--- config.mk ---
export PLATFORM = sky130hd
export DESIGN_NAME = alu_arbiter
export DESIGN_NICKNAME = d
export VERILOG_FILES = /design/src/rtl/alu_arbiter.sv
export SDC_FILE = /design/constraint.sdc
export NUM_CORES = 1
export LEC_CHECK = 0
export CAP_MARGIN = 15
export CORE_AREA = 4 4 117 130
export DETAILED_ROUTE_END_ITERATION = 10
export DIE_AREA = 0 0 121 134
export PLACE_DENSITY = 0.75
export SYNTH_ARGS = -nofsm -noshare
export SYNTH_HDL_FRONTEND = slang
export SYNTH_SLANG_ARGS = --single-unit
--- constraint.sdc ---
create_clock -name clk -period 2.85 [get_ports clk]
set_input_delay 0.57 -clock clk [delete_from_list [all_inputs] [get_ports clk]]
set_output_delay 0.57 -clock clk [all_outputs]
set_load 0.01 [all_outputs]
--- src/rtl/alu_arbiter.sv ---
// Round-robin arbiter that shares one ALU between NUM_REQ requesters, one transaction at a time.
// A watchdog turns a stalled ALU into an error response; late ALU results are drained while idle.
module alu_arbiter #(
   parameter int NUM_REQ    = 4,
   parameter int DATA_WIDTH = 16,
   parameter int SEL_WIDTH  = 3,
   parameter int TIMEOUT    = 15
) (
   input  logic                              clk,
   input  logic                              rst,
   input  logic [NUM_REQ-1:0]                req_valid_ip,
   input  logic [NUM_REQ*DATA_WIDTH-1:0]     req_data_1_ip,
   input  logic [NUM_REQ*DATA_WIDTH-1:0]     req_data_2_ip,
   input  logic [NUM_REQ*SEL_WIDTH-1:0]      req_sel_ip,
   input  logic [NUM_REQ-1:0]                req_parity_ip,
   output logic [NUM_REQ-1:0]                req_ready_op,
   output logic [NUM_REQ-1:0]                rsp_valid_op,
   output logic [2*DATA_WIDTH-1:0]           rsp_data_op,
   output logic                              rsp_err_op,
   input  logic [NUM_REQ-1:0]                rsp_ready_ip,
   output logic                              alu_valid_op,
   output logic [DATA_WIDTH-1:0]             alu_data_1_op,
   output logic [DATA_WIDTH-1:0]             alu_data_2_op,
   output logic [SEL_WIDTH-1:0]              alu_sel_op,
   output logic                              alu_parity_op,
   input  logic                              alu_ready_ip,
   input  logic                              alu_valid_ip,
   input  logic [2*DATA_WIDTH-1:0]           alu_data_ip,
   input  logic                              alu_err_ip,
   output logic                              alu_ready_op,
   output logic                              busy_op,
   output logic [$clog2(NUM_REQ)-1:0]        grant_id_op,
   output logic [1:0]                        state_op
);

   localparam int IDW = $clog2(NUM_REQ);
   localparam int WDW = $clog2(TIMEOUT + 1);

   // Handshakes: a transfer occurs at a rising edge where valid and ready are both high;
   // req_ready_op is a one-cycle accept pulse, all other valids hold their payload until accepted.
   typedef enum logic [1:0] {IDLE, ISSUE, WAIT_RES, RESPOND} state_t;

   state_t                  state;
   logic [IDW-1:0]          last_grant;
   logic [WDW-1:0]          wd_cnt;
   logic                    wd_expire;
   logic                    win_found;
   logic [IDW-1:0]          win_id;
   logic [IDW-1:0]          cand;
   logic [DATA_WIDTH-1:0]   win_d1;
   logic [DATA_WIDTH-1:0]   win_d2;
   logic [SEL_WIDTH-1:0]    win_sel;
   logic                    win_par;

   assign state_op  = state;
   // Counter saturates one short of TIMEOUT so a late ISSUE handshake still times out in WAIT_RES.
   assign wd_expire = (wd_cnt >= WDW'(TIMEOUT - 1));

   always_comb begin
      win_found = 1'b0;
      win_id    = '0;
      cand      = '0;
      win_d1    = '0;
      win_d2    = '0;
      win_sel   = '0;
      win_par   = 1'b0;
      for (int k = 1; k <= NUM_REQ; k++) begin
         cand = IDW'((int'(last_grant) + k) % NUM_REQ);
         if (!win_found && req_valid_ip[cand]) begin
            win_found = 1'b1;
            win_id    = cand;
         end
      end
      for (int i = 0; i < NUM_REQ; i++) begin
         if (win_id == IDW'(i)) begin
            win_d1  = req_data_1_ip[i*DATA_WIDTH +: DATA_WIDTH];
            win_d2  = req_data_2_ip[i*DATA_WIDTH +: DATA_WIDTH];
            win_sel = req_sel_ip[i*SEL_WIDTH +: SEL_WIDTH];
            win_par = req_parity_ip[i];
         end
      end
   end

   always_ff @(posedge clk or posedge rst) begin
      if (rst) begin
         state         <= IDLE;
         last_grant    <= IDW'(NUM_REQ - 1);
         wd_cnt        <= '0;
         grant_id_op   <= '0;
         req_ready_op  <= '0;
         rsp_valid_op  <= '0;
         rsp_data_op   <= '0;
         rsp_err_op    <= 1'b0;
         alu_valid_op  <= 1'b0;
         alu_data_1_op <= '0;
         alu_data_2_op <= '0;
         alu_sel_op    <= '0;
         alu_parity_op <= 1'b0;
         alu_ready_op  <= 1'b0;
         busy_op       <= 1'b0;
      end else begin
         req_ready_op <= '0;
         alu_ready_op <= 1'b0;
         case (state)
            IDLE: begin
               if (alu_valid_ip && !alu_ready_op)
                  alu_ready_op <= 1'b1;
               if (win_found) begin
                  grant_id_op   <= win_id;
                  req_ready_op  <= NUM_REQ'(1) << win_id;
                  alu_data_1_op <= win_d1;
                  alu_data_2_op <= win_d2;
                  alu_sel_op    <= win_sel;
                  alu_parity_op <= win_par;
                  alu_valid_op  <= 1'b1;
                  wd_cnt        <= '0;
                  busy_op       <= 1'b1;
                  state         <= ISSUE;
               end
            end
            ISSUE: begin
               if (!wd_expire)
                  wd_cnt <= wd_cnt + WDW'(1);
               if (alu_ready_ip) begin
                  alu_valid_op <= 1'b0;
                  state        <= WAIT_RES;
               end else if (wd_expire) begin
                  alu_valid_op <= 1'b0;
                  rsp_data_op  <= '0;
                  rsp_err_op   <= 1'b1;
                  rsp_valid_op <= NUM_REQ'(1) << grant_id_op;
                  state        <= RESPOND;
               end
            end
            WAIT_RES: begin
               if (!wd_expire)
                  wd_cnt <= wd_cnt + WDW'(1);
               if (alu_valid_ip) begin
                  rsp_data_op  <= alu_data_ip;
                  rsp_err_op   <= alu_err_ip;
                  alu_ready_op <= 1'b1;
                  rsp_valid_op <= NUM_REQ'(1) << grant_id_op;
                  state        <= RESPOND;
               end else if (wd_expire) begin
                  rsp_data_op  <= '0;
                  rsp_err_op   <= 1'b1;
                  rsp_valid_op <= NUM_REQ'(1) << grant_id_op;
                  state        <= RESPOND;
               end
            end
            RESPOND: begin
               if (rsp_ready_ip[grant_id_op]) begin
                  rsp_valid_op <= '0;
                  last_grant   <= grant_id_op;
                  busy_op      <= 1'b0;
                  state        <= IDLE;
               end
            end
            default: state <= IDLE;
         endcase
      end
   end

endmodule

==> summary.md <==
| Metric | Value |
|---|---|
| Clk_skew | around 0.010 ns |
| Peak VDD IR | 411.8 uV |
| Leading cell type by number of instances after synthesis | sky130_fd_sc_hd__dfrtp_1 |
| Fraction of synthesized cell area taken by the top area cell type | a little under half |
| Depth of the CTS H-tree | 3 |
| Clock root buffer | sky130_fd_sc_hd__clkbuf_16 |
| Post-DR vias/cell | 5.294 |
| Final instance area | 7874 um^2 |
| Hold Violations, Final | 0 |
| Endpoint type of the worst setup path | flip-flop |
| Routed len/inst | 19.27 um |
| Overall overflow remaining after global route | 0 |
| Pin count of the biggest net entering global routing | between 90 and 100 |
| Total chip power | roughly 0.0076 W |
| Violation count after the first detailed-routing iteration | 273 |
| CTS clk-pin slew, worst paths | 0.07 ns |
| Total negative setup slack | 0 ns |
| Number of storage elements in the synthesis netlist | 90 |
| Data required, critical path | 3.11 ns |
| Routed vias | 4,717 |
| Count of clock tree sinks | 90 |
| Max Cap Viol | 0 |
| Asr flop ratio synth | 100.0% |
| Clock Latency Late Sink | 0.35 ns |
| Post-synthesis to final-layout area growth | 70.59% |
| Crit-path max cell delay | 0.81 ns |
| Wire length of the first global-routing pass | 26,850 um |
| Register-to-register setup slack | 0.60 ns |
| Diodes inserted | 0 |
| Final-stage net count | 893 |
| Max Freq | 411.7 MHz |
| Routed Antenna Nets | 0 |
| Ranking of synthesized cells by instance count | sky130_fd_sc_hd__dfrtp_1, sky130_fd_sc_hd__mux2i_1, sky130_fd_sc_hd__a22o_1, sky130_fd_sc_hd__nor2_1, sky130_fd_sc_hd__o21ai_0 |
| Top FF cell, synth | sky130_fd_sc_hd__dfrtp_1 |
| Overall die height | 134 um |
| TritonRoute pass-1 iters | 6 |
| Leak | 3.254 nW |
| Final RePlAce weighted congestion | approximately 0.78 |
| Total power per unit cell area | 970.5 nW/um^2 |
| Classification of the worst-slack hold path | flip-flop to flip-flop |
| Initial cell density of the core | 33.46% |
| Area inside the core boundary | 13,790 um^2 |
| Tot GR Track Use | 21.05% |
| Worst hold margin | 0.4974 ns |
| I/O Pins | 273 |
| Vias in the first global route | 5,093 |
| Post-synthesis sequential area ratio | 48.85% |
| Fraction of final layout cells with drive strength greater than 1 | 6.259% |
| Post-CTS setup-driven buffer insertion count | 0 |
| Pin slew with the least headroom to its limit | 1.013 ns |
| Area leader, netlist | sky130_fd_sc_hd__dfrtp_1 |
| Total detailed-routing wirelength | 17,170 um |
| Unrepaired setup endpoints after global routing | false |
| Data arrival, critical path | 2.69 ns |
| Status | complete, no violations |
| Synthesized area per cell | 10.64 um^2 |
| Final worst path period share | 85.22% |
| Maximum buffer depth of the clock tree | 2 |
| Cts bufs inserted | 9 |
| Cells after synthesis | 434 |
| Cell with the largest stage delay on the worst path | sky130_fd_sc_hd__o21ai_1 |
| Cell breakdown of the critical path | clkdlybuf4s50_1 -> or2_1 -> a21oi_1 -> o21ai_1 -> o221ai_1 -> a22oi_1 |
| Cts repair resizes | 0 |
| Die Footprint | 16,210 um^2 |
| Pins over their slew limit | 0 |
| Number of different library cells in the post-synthesis netlist | 49 |
| Clock tree from TritonCTS | built |
| Setup violations, final | 0 |
| DR DRC count | 0 |
| Port Buf Inserts | 272 |
| Synth top area cells | sky130_fd_sc_hd__dfrtp_1, sky130_fd_sc_hd__mux2i_1, sky130_fd_sc_hd__a22o_1, sky130_fd_sc_hd__a221oi_1, sky130_fd_sc_hd__o22ai_1 |
| Remaining max-slew budget at the tightest pin | roughly 32% |
| Synth Net Count | 629 |
| Synthesis warning total | 0 |
| Clock period minus final worst setup slack | between 2 and 2.5 ns |
| Setup crit start kind | input pin |
| Post-synthesis cell area | 4616 um^2 |
| Critical Setup Path Class | input pin to flip-flop |
| HPWL after detailed placement | ~13,000 um |
| Antenna violations before repair | 0 |
| Number of flops mapped to enable cells by yosys | 0 |
| Largest fanout on the critical path | 10 |
| Number of placement rows | 45 |
| Area of placed instances | around 7600 um^2 |
| Number of hold-repair buffers added at the cts stage | 0 |
| Overall die width | 121 um |
## per-layer routing
layer / share of wire, % / up-vias / global-route usage, %
met3: 9.1 / 20 / 8.013
li1: - / 2187 / -
met4: 1.8 / 0 / 6.297
met1: 39 / 2289 / 23.85
met5: 0 / - / 0
met2: 50 / 221 / 36.70
## path summary, 6_finish.rpt
kind	startpoint	to	cells after the start
max	req_valid_ip[1]	alu_parity_op	6
max in group asynchronous	rst	last_grant[0]	3
min reg2reg	rsp_valid_op[1]	rsp_valid_op[1]	1
min	rsp_valid_op[1]	rsp_valid_op[1]	1
min in group asynchronous	rst	rsp_err_op	3
max reg2reg	last_grant[1]	alu_parity_op	5
## placed cells by master (no fill, tap or decap), drive strengths merged, types with 2 or more instances in the layout
| master | netlist | final |
|---|---|---|
| o211a | 2 | 2 |
| a21oi | 9 | 9 |
| nand2 | 25 | 25 |
| ha | 6 | 6 |
| a211oi | 2 | 2 |
| and3 | 2 | 2 |
| clkbuf | 12 | 9 |
| o21a | 3 | 3 |
| nand2b | 7 | 7 |
| clkinvlp | 0 | 2 |
| o2bb2ai | 2 | 2 |
| dfstp | 2 | 2 |
| inv | 10 | 11 |
| clkinv | 0 | 3 |
| clkdlybuf4s50 | 0 | 272 |
| mux2i | 37 | 37 |
| nor2 | 35 | 35 |
| a22oi | 11 | 11 |
| o21ai | 33 | 33 |
| a221oi | 26 | 26 |
| o221ai | 10 | 10 |
| nand3 | 2 | 2 |
| buf | 24 | 17 |
| a22o | 35 | 35 |
| dfrtp | 88 | 88 |
| o22ai | 26 | 26 |
| or2 | 2 | 2 |
| a32o | 2 | 2 |
| nor2b | 4 | 4 |
## power breakdown
part | internal (W) | switching [W]
Sequential | 0.00190 | 0.000414
Clock | 0.000688 | 0.000546
Combinational | 0.00223 | 0.00187
Total | 0.00482 | 0.00283
## through the flow
step,utilization (%),worst slack (ns),std cells
floorplan,-,0.9104,434
global placement,54.88,0.2069,875
detailed placement,54.88,0.02182,875
CTS,57.08,0.4072,891
global route,57.08,0.2041,891
finish,57.08,0.4212,891
## critical path, delay by kind of cell
kind	cells	cell delay (ns)
buffers and inverters	1	0.57
and+or+nand+nor	1	0.20
AOI/OAI and AO/OA	4	1.35
## sequential cells by signal, summed over array words and instances, names as in the netlist
register       cells
last_grant         2
alu_sel_op         3
alu_valid_op       1
alu_ready_op       1
alu_data_2_op     16
state_op           2
rsp_valid_op       4
rsp_err_op         1
alu_parity_op      1
busy_op            1
grant_id_op        2
alu_data_1_op     16
req_ready_op       4
wd_cnt             4
rsp_data_op       32
## area by class of cell
| type | count | area [um^2] |
|---|---|---|
| inverter | 10 | 41.29 |
| fill | 1214 | 5921 |
| tap | 188 | 235.2 |
| clock buffer | 9 | 225.2 |
| sequential | 90 | 2255 |
| timing repair buffer | 289 | 2900 |
| multi-input combinational | 298 | 2140 |
| clock inverter | 7 | 77.57 |
## cell families (layout without fill, tap and decap cells)
kind of cell	count (synthesis)	after routing	synth area share (%)
xor gates and xnor gates	1	1	0.1898
muxes	39	39	8.756
buffers and inverters	46	315	5.015
adders and majority gates	6	6	1.626
AOI/OAI and AO/OA	170	170	27.32
and+or+nand+nor	82	82	8.241
DFF	90	90	48.85
Power figures use the tool's default switching activity.
